### src/rtl/input_conditioner_pkg.sv
// Shared definitions for the input conditioner.
//   - default timing constants for a 50 MHz system clock
//   - repeat FSM state encoding
//   - clog2_max(): counter width needed to hold max(a, b)
package input_pkg;

  localparam int DEBOUNCE_10MS_50M      = 500000;
  localparam int REPEAT_DELAY_500MS_50M = 25000000;
  localparam int REPEAT_RATE_100MS_50M  = 5000000;

  typedef enum logic [1:0] {
    RPT_IDLE  = 2'd0,
    RPT_DELAY = 2'd1,
    RPT_RATE  = 2'd2
  } rpt_state_e;

  function automatic int clog2_max(input int a, input int b);
    int m;
    m = (a > b) ? a : b;
    return $clog2(m + 1);
  endfunction

endpackage

### src/rtl/input_conditioner_if.sv
// Pin-side and strobe-side bundle of the input conditioner.
//   noisy       : raw pin levels (asynchronous to clk)
//   clean       : debounced level, logical polarity (1 = active)
//   press       : one-cycle strobe on clean 0->1
//   release_stb : one-cycle strobe on clean 1->0
//   repeat_stb  : one-cycle auto-repeat strobe while clean is held
// master = pin/stimulus side, slave = conditioner side.
interface input_conditioner_if #(
  parameter int NUM_CH = 8
);
  logic [NUM_CH-1:0] noisy;
  logic [NUM_CH-1:0] clean;
  logic [NUM_CH-1:0] press;
  logic [NUM_CH-1:0] release_stb;
  logic [NUM_CH-1:0] repeat_stb;

  modport master (
    output noisy,
    input  clean, press, release_stb, repeat_stb
  );

  modport slave (
    input  noisy,
    output clean, press, release_stb, repeat_stb
  );
endinterface

### src/rtl/input_conditioner_channel.sv
// One conditioner channel: polarity fix, 2-flop synchroniser, debounce,
// press/release edge strobes and optional auto-repeat FSM.
// Ports:
//   clk, reset_n : clock, asynchronous active-low reset
//   noisy        : raw pin level
//   clean        : debounced logical level
//   press        : strobe on clean rising
//   release_stb  : strobe on clean falling
//   repeat_stb   : auto-repeat strobe (only when REPEAT_BIT = 1)
module conditioner_channel
  import input_pkg::*;
#(
  parameter int   STABLE_CYCLES = DEBOUNCE_10MS_50M,
  parameter int   REPEAT_DELAY  = REPEAT_DELAY_500MS_50M,
  parameter int   REPEAT_RATE   = REPEAT_RATE_100MS_50M,
  parameter logic INVERT_BIT    = 1'b0,
  parameter logic REPEAT_BIT    = 1'b0
) (
  input  logic clk,
  input  logic reset_n,
  input  logic noisy,
  output logic clean,
  output logic press,
  output logic release_stb,
  output logic repeat_stb
);

  localparam int DB_W  = clog2_max(STABLE_CYCLES, 0);
  localparam int RPT_W = clog2_max(REPEAT_DELAY, REPEAT_RATE);

  logic             s1_q, s1_d, s2_q, s2_d;
  logic             clean_q, clean_d;
  logic             press_q, press_d;
  logic             release_q, release_d;
  logic             repeat_q, repeat_d;
  logic [DB_W-1:0]  db_cnt_q, db_cnt_d;
  logic [RPT_W-1:0] rpt_cnt_q, rpt_cnt_d;
  rpt_state_e       state_q, state_d;

  always_comb begin
    // Inversion happens before the synchroniser so the reset value 0 of
    // both flops is the logical inactive level.
    s1_d = noisy ^ INVERT_BIT;
    s2_d = s1_q;

    clean_d  = clean_q;
    db_cnt_d = '0;
    if (s2_q != clean_q) begin
      if (db_cnt_q == DB_W'(STABLE_CYCLES - 1)) begin
        clean_d = s2_q;
      end else begin
        db_cnt_d = db_cnt_q + DB_W'(1);
      end
    end

    press_d   = clean_d & ~clean_q;
    release_d = ~clean_d & clean_q;

    // The FSM reacts to the edge in the same cycle clean changes, so the
    // first repeat lands exactly REPEAT_DELAY cycles after the press strobe
    // and a release on the would-be repeat edge suppresses it.
    state_d   = state_q;
    rpt_cnt_d = rpt_cnt_q;
    repeat_d  = 1'b0;
    if (REPEAT_BIT) begin
      unique case (state_q)
        RPT_IDLE: begin
          if (press_d) begin
            state_d   = RPT_DELAY;
            rpt_cnt_d = '0;
          end
        end
        RPT_DELAY: begin
          if (release_d) begin
            state_d   = RPT_IDLE;
            rpt_cnt_d = '0;
          end else if (rpt_cnt_q == RPT_W'(REPEAT_DELAY - 1)) begin
            state_d   = RPT_RATE;
            rpt_cnt_d = '0;
            repeat_d  = 1'b1;
          end else begin
            rpt_cnt_d = rpt_cnt_q + RPT_W'(1);
          end
        end
        RPT_RATE: begin
          if (release_d) begin
            state_d   = RPT_IDLE;
            rpt_cnt_d = '0;
          end else if (rpt_cnt_q == RPT_W'(REPEAT_RATE - 1)) begin
            rpt_cnt_d = '0;
            repeat_d  = 1'b1;
          end else begin
            rpt_cnt_d = rpt_cnt_q + RPT_W'(1);
          end
        end
        default: begin
          state_d   = RPT_IDLE;
          rpt_cnt_d = '0;
        end
      endcase
    end
  end

  always_ff @(posedge clk or negedge reset_n) begin
    if (!reset_n) begin
      s1_q      <= 1'b0;
      s2_q      <= 1'b0;
      clean_q   <= 1'b0;
      press_q   <= 1'b0;
      release_q <= 1'b0;
      repeat_q  <= 1'b0;
      db_cnt_q  <= '0;
      rpt_cnt_q <= '0;
      state_q   <= RPT_IDLE;
    end else begin
      s1_q      <= s1_d;
      s2_q      <= s2_d;
      clean_q   <= clean_d;
      press_q   <= press_d;
      release_q <= release_d;
      repeat_q  <= repeat_d;
      db_cnt_q  <= db_cnt_d;
      rpt_cnt_q <= rpt_cnt_d;
      state_q   <= state_d;
    end
  end

  assign clean       = clean_q;
  assign press       = press_q;
  assign release_stb = release_q;
  assign repeat_stb  = repeat_q;

endmodule

### src/rtl/input_conditioner.sv
// Multi-channel push-button / DIP-switch front end. Each of NUM_CH
// independent channels is synchronised, polarity-corrected, debounced and
// turned into a clean level plus press/release/repeat strobes.
// Ports:
//   clk     : system clock (clk_50)
//   reset_n : asynchronous active-low reset
//   bus     : input_conditioner_if slave (noisy in; clean/press/
//             release_stb/repeat_stb out)
module input_conditioner
  import input_pkg::*;
#(
  parameter int              NUM_CH        = 8,
  parameter int              STABLE_CYCLES = DEBOUNCE_10MS_50M,
  parameter logic [NUM_CH-1:0] INVERT      = '0,
  parameter logic [NUM_CH-1:0] REPEAT_EN   = '0,
  parameter int              REPEAT_DELAY  = REPEAT_DELAY_500MS_50M,
  parameter int              REPEAT_RATE   = REPEAT_RATE_100MS_50M
) (
  input  logic                clk,
  input  logic                reset_n,
  input_conditioner_if.slave  bus
);

  logic [NUM_CH-1:0] clean_w, press_w, release_w, repeat_w;

  for (genvar g = 0; g < NUM_CH; g++) begin : g_ch
    conditioner_channel #(
      .STABLE_CYCLES (STABLE_CYCLES),
      .REPEAT_DELAY  (REPEAT_DELAY),
      .REPEAT_RATE   (REPEAT_RATE),
      .INVERT_BIT    (INVERT[g]),
      .REPEAT_BIT    (REPEAT_EN[g])
    ) u_ch (
      .clk         (clk),
      .reset_n     (reset_n),
      .noisy       (bus.noisy[g]),
      .clean       (clean_w[g]),
      .press       (press_w[g]),
      .release_stb (release_w[g]),
      .repeat_stb  (repeat_w[g])
    );
  end

  assign bus.clean       = clean_w;
  assign bus.press       = press_w;
  assign bus.release_stb = release_w;
  assign bus.repeat_stb  = repeat_w;

endmodule

### src/flat_wrapper.sv
// flat-port wrapper written by rule: the top's interface ports become plain ports
module input_conditioner_flat import input_pkg::*;
#(
  parameter int              NUM_CH        = 8,
  parameter int              STABLE_CYCLES = DEBOUNCE_10MS_50M,
  parameter logic [NUM_CH-1:0] INVERT      = '0,
  parameter logic [NUM_CH-1:0] REPEAT_EN   = '0,
  parameter int              REPEAT_DELAY  = REPEAT_DELAY_500MS_50M,
  parameter int              REPEAT_RATE   = REPEAT_RATE_100MS_50M
)
  (clk, reset_n, bus_noisy, bus_clean, bus_press, bus_release_stb, bus_repeat_stb);
  input_conditioner_if #(.NUM_CH(NUM_CH)) bus_i ();
  input  logic clk;
  input  logic reset_n;
  input wire logic [$bits(bus_i.noisy)-1:0] bus_noisy;
  output wire logic [$bits(bus_i.clean)-1:0] bus_clean;
  output wire logic [$bits(bus_i.press)-1:0] bus_press;
  output wire logic [$bits(bus_i.release_stb)-1:0] bus_release_stb;
  output wire logic [$bits(bus_i.repeat_stb)-1:0] bus_repeat_stb;
  assign bus_i.noisy = bus_noisy;
  assign bus_clean = bus_i.clean;
  assign bus_press = bus_i.press;
  assign bus_release_stb = bus_i.release_stb;
  assign bus_repeat_stb = bus_i.repeat_stb;
  input_conditioner #(.NUM_CH(NUM_CH), .STABLE_CYCLES(STABLE_CYCLES), .INVERT(INVERT), .REPEAT_EN(REPEAT_EN), .REPEAT_DELAY(REPEAT_DELAY), .REPEAT_RATE(REPEAT_RATE)) u_core (.clk(clk), .reset_n(reset_n), .bus(bus_i));
endmodule
### config.mk
export PLATFORM = sky130hd
export DESIGN_NAME = input_conditioner_flat
export DESIGN_NICKNAME = d
export VERILOG_FILES = /design/src/rtl/input_conditioner_pkg.sv /design/src/rtl/input_conditioner_if.sv /design/src/rtl/input_conditioner_channel.sv /design/src/rtl/input_conditioner.sv /design/src/flat_wrapper.sv
export SDC_FILE = /design/constraint.sdc
export NUM_CORES = 1
export LEC_CHECK = 0
export ABC_AREA = 1
export CAP_MARGIN = 20
export CORE_ASPECT_RATIO = 0.5
export CORE_MARGIN = 4
export CORE_UTILIZATION = 50
export CTS_CLUSTER_DIAMETER = 60
export CTS_CLUSTER_SIZE = 12
export DETAILED_ROUTE_END_ITERATION = 8
export GPL_TIMING_DRIVEN = 0
export PLACE_DENSITY = 0.7
export SYNTH_ARGS = -nofsm -noshare
export SYNTH_HDL_FRONTEND = slang
export SYNTH_HIERARCHICAL = 1
export SYNTH_SLANG_ARGS = --single-unit
export TNS_END_PERCENT = 50
### constraint.sdc
create_clock -name clk -period 1.4 [get_ports clk]
set_clock_uncertainty 0.05 [all_clocks]
set_input_delay 0.42 -clock clk [delete_from_list [all_inputs] [get_ports clk]]
set_output_delay 0.42 -clock clk [all_outputs]
set_load 0.005 [all_outputs]
==> PnR_summary.wiki <==
{| class="wikitable"
! Metric !! Value
|-
| Min Tclk post-route || 1.49 ns
|-
| Pin slew with the least headroom to its limit || 0.602 ns
|-
| DRT Wirelength || 23.1 mm
|-
| CTS tree || done
|-
| Number of distinct library cells after synthesis || 24
|-
| Post-synth EDFFs || 0
|-
| Average instance area after synthesis || 8.23 um2
|-
| Number of instances in the synthesized netlist || 1,256
|-
| Synthesis warning total || 6
|-
| Unrepaired setup endpoints after global routing || yes
|-
| Master of the slowest instance on the critical path || sky130_fd_sc_hd__dfrtp_1
|-
| Worst Reg-to-Reg Cells || 7
|-
| Count of H-tree levels built during CTS || 4
|-
| Worst-case setup slack after placement || -0.241 ns
|-
| Routability Congestion || 0.892
|-
| Post-layout instance area || 13,400 um2
|-
| Post-Synthesis Cell Area || 10,300 um2
|-
| GRT Residual Overflow || 0
|-
| Lkg Pwr || 5.68 nW
|-
| Worst slack on hold paths || -0.0394 ns
|-
| Source-to-sink clock delay at the later pin of the worst-skew pair || 0.43 ns
|-
| Most instantiated flip-flop cell in the synthesis netlist || sky130_fd_sc_hd__dfrtp_1
|-
| Fill cell total of the finished layout || 1,488
|-
| Clock network fraction of design power || 0.442
|-
| Die X || 211 um
|-
| Initial antenna violation count || 0
|-
| DRC errors left || 0
|-
| Clock-pin slew reported for the worst setup and hold paths after clock tree synthesis || 0.07 ns
|-
| Antenna viol nets, final || 0
|-
| Setup TNS || -2.81 ns
|-
| Avg WL per Cell || 13.8 um
|-
| Root buffer cell || sky130_fd_sc_hd__clkbuf_16
|-
| Switch Pwr || 2.57 mW
|-
| Fraction of final layout cells sized beyond drive strength 1 || 0.326
|-
| Drt first-iter violations || 486
|-
| Total of flip-flops plus latches after synthesis || 192
|-
| Fraction of the yosys area taken by sequential cells || 0.465
|-
| List of cells traversed by the critical path || ha_4 -> nand2_4 -> nor2_4 -> buf_6 -> nand3_4 -> buf_4 -> nor3_2
|-
| I/O pin count || 42
|-
| Violations in the final reports || negative hold slack, negative setup slack
|-
| Final-report setup violation count || 99
|-
| Required time of the critical path || 1.70 ns
|-
| 1st-pass router iterations || 7
|-
| GRT Total Usage || 0.182
|-
| Most instantiated library cell after synthesis || sky130_fd_sc_hd__nor2_1
|-
| P_int || 8.80 mW
|-
| Combinational group share of total power || 0.056
|-
| Largest area contributor in the synthesized netlist || sky130_fd_sc_hd__dfrtp_1
|-
| CP Max Fanout || 6
|-
| Sum of internal, switching and leakage power || 11.4 mW
|-
| Power per unit of standard cell area || 847 nW/um2
|-
| Minimum setup slack in the final design || -0.0899 ns
|-
| Highest cell delay on the worst timing path || 0.40 ns
|-
| Maximum VDD drop || 0.785 mV
|-
| Antenna diodes || 0
|-
| Reg power frac || 0.502
|-
| Die height || 110 um
|-
| Net switching fraction of the power || 0.226
|-
| Layout overhead on the synthesized area || 29.9%
|-
| Highest attainable clock frequency || 671 MHz
|-
| Max-cap violations || 0
|-
| Synthesized netlist net count || 1,274
|-
| Total via count after detailed routing || 8,586
|-
| Clock tree sinks || 192
|-
| Number of vias per cell || 5.12
|-
| Count of input and output buffers || 33
|-
| Via count of the first global-routing pass || 8,023
|-
| Hold crit path type || primary input to asynchronous set/reset pin
|-
| Yosys top cell area share || 0.465
|-
| Reg area || 4820 um2
|-
| Cells after DPL || 1,557
|-
| Signal arrival time at the worst endpoint || 1.79 ns
|-
| Number of buffers on the longest clock path || 2
|-
| Half-perimeter wire length after detailed placement || 13.7 mm
|-
| FP Rows || 36
|-
| DP Area || 11,100 um2
|-
| Share of async-settable or async-resettable flops after synthesis || 1.00
|-
| Result of the run || finished with violations
|-
| WS Path Type || flop to flop
|-
| Fin cells || 1,678
|-
| Die ar. || 23,200 um2
|-
| Core utilization of the finished layout || 0.676
|-
| Final hold violation count || 37
|-
| Startpoint Class || flop
|-
| Max transition margin || 0.599
|-
| TritonCTS Buffers || 17
|-
| Pin count of the biggest net entering global routing || 121
|-
| Tcrit/Tclk final || 1.06
|-
| Global-route wire length before repair || 35.3 mm
|-
| Cell types with the highest counts after synthesis || 276 x sky130_fd_sc_hd__nor2_1, 224 x sky130_fd_sc_hd__nand2_1, 192 x sky130_fd_sc_hd__dfrtp_1, 138 x sky130_fd_sc_hd__inv_1, 87 x sky130_fd_sc_hd__nand3_1
|-
| Effective utilization at floorplan || 0.520
|-
| Critical Path End Type || flop
|-
| Area of combinational cells with multiple inputs || 6140 um2
|-
| Ranking of synthesized cells by area || sky130_fd_sc_hd__dfrtp_1 46%, sky130_fd_sc_hd__nor2_1 10%, sky130_fd_sc_hd__nand2_1 8.1%
|-
| Core box area || 19,900 um2
|-
| Final count of pins violating max slew || 0
|-
| Number of nets in the finished design || 1,417
|}
[layer usage]
layer  routed length (um)  share of wire  global-route usage
met1                10100           0.44               0.231
met2                11800           0.51               0.321
met3                  913          0.040              0.0396
met4                  340          0.015              0.0473
met5                    0              0                   0
[what timing repair did]
item / CTS / global route
endpoints found under the hold margin: 5 / 0
gates cloned: 2 / 12
pin swaps: 11 / 95
endpoints found under the setup margin: 143 / 155
buffers inserted: 22 / 52
resized for setup: 149 / 224
hold buffers: 1 / 0
[final cells by class]
cell class              instances  area share
multi-input cells             925       0.457
flip-flops and latches        192       0.359
repair buffers                110      0.0674
inverters                     145      0.0412
clock buffers                  21      0.0343
well taps                     266      0.0248
clock inverters                11      0.0115
plain buffers                   8     0.00447
[final timing paths]
| kind | from | slack, ns | endpoint |
|---|---|---|---|
| hold reg to reg | u_core/g_ch[2].u_ch/s1_q | 0.29 | u_core/g_ch[2].u_ch/s2_q |
| setup / recovery | u_core/g_ch[0].u_ch/db_cnt_q[0] | -0.09 | u_core/g_ch[0].u_ch/release_stb |
| max in group asynchronous | reset_n | 0.25 | u_core/g_ch[7].u_ch/db_cnt_q[14] |
| hold / removal | reset_n | -0.04 | u_core/g_ch[7].u_ch/db_cnt_q[4] |
| setup reg to reg | u_core/g_ch[0].u_ch/db_cnt_q[0] | -0.09 | u_core/g_ch[0].u_ch/release_stb |
| min in group clk | u_core/g_ch[2].u_ch/s1_q | 0.29 | u_core/g_ch[2].u_ch/s2_q |
[placed cells by master (no fill, tap or decap), types with 18 or more instances in the layout]
cell type / count
sky130_fd_sc_hd__xor2_1: 44
sky130_fd_sc_hd__nand3_2: 23
sky130_fd_sc_hd__nand2_4: 34
sky130_fd_sc_hd__nor2_4: 98
sky130_fd_sc_hd__xnor2_1: 29
sky130_fd_sc_hd__o21ai_1: 23
sky130_fd_sc_hd__buf_4: 70
sky130_fd_sc_hd__dfrtp_1: 176
sky130_fd_sc_hd__nor2_2: 37
sky130_fd_sc_hd__buf_2: 23
sky130_fd_sc_hd__nor2_1: 225
sky130_fd_sc_hd__nand2_1: 196
sky130_fd_sc_hd__a21oi_1: 18
sky130_fd_sc_hd__inv_1: 130
sky130_fd_sc_hd__nor3_2: 22
sky130_fd_sc_hd__nand2_2: 24
sky130_fd_sc_hd__nand3_1: 64
[registers in the layout, indices dropped and copies added (netlist names)]
| signal | flops |
|---|---|
| u_core/g_ch.u_ch/clean | 8 |
| u_core/g_ch.u_ch/s2_q | 8 |
| u_core/g_ch.u_ch/release_stb | 8 |
| u_core/g_ch.u_ch/press | 8 |
| u_core/g_ch.u_ch/s1_q | 8 |
| u_core/g_ch.u_ch/db_cnt_q | 152 |
[power by group through the flow]
stage	clock network, mW	registers (mW)	logic [mW]
final	5.02	5.70	0.641
after global placement	0	5.78	0.398
after global routing	5.37	5.71	0.721
after floorplan	0	5.77	0.221
after detailed placement	0	5.78	0.430
after CTS	5.14	5.68	0.489
[critical path, delay by kind of cell, from the launching register on]
family	cells	cell delay [ns]
adders and majority gates	1	0.16
buffers and inverters	2	0.31
DFF	1	0.40
and+or+nand+nor	4	0.49
[logic make-up after synthesis]
logic type      synth area share
fa+ha+maj                0.00968
other cells              0.00291
simple gates               0.369
compound gates            0.0271
xor+xnor                  0.0678
flops                      0.465
buf+inv                   0.0585
Power figures use the tool's default switching activity.
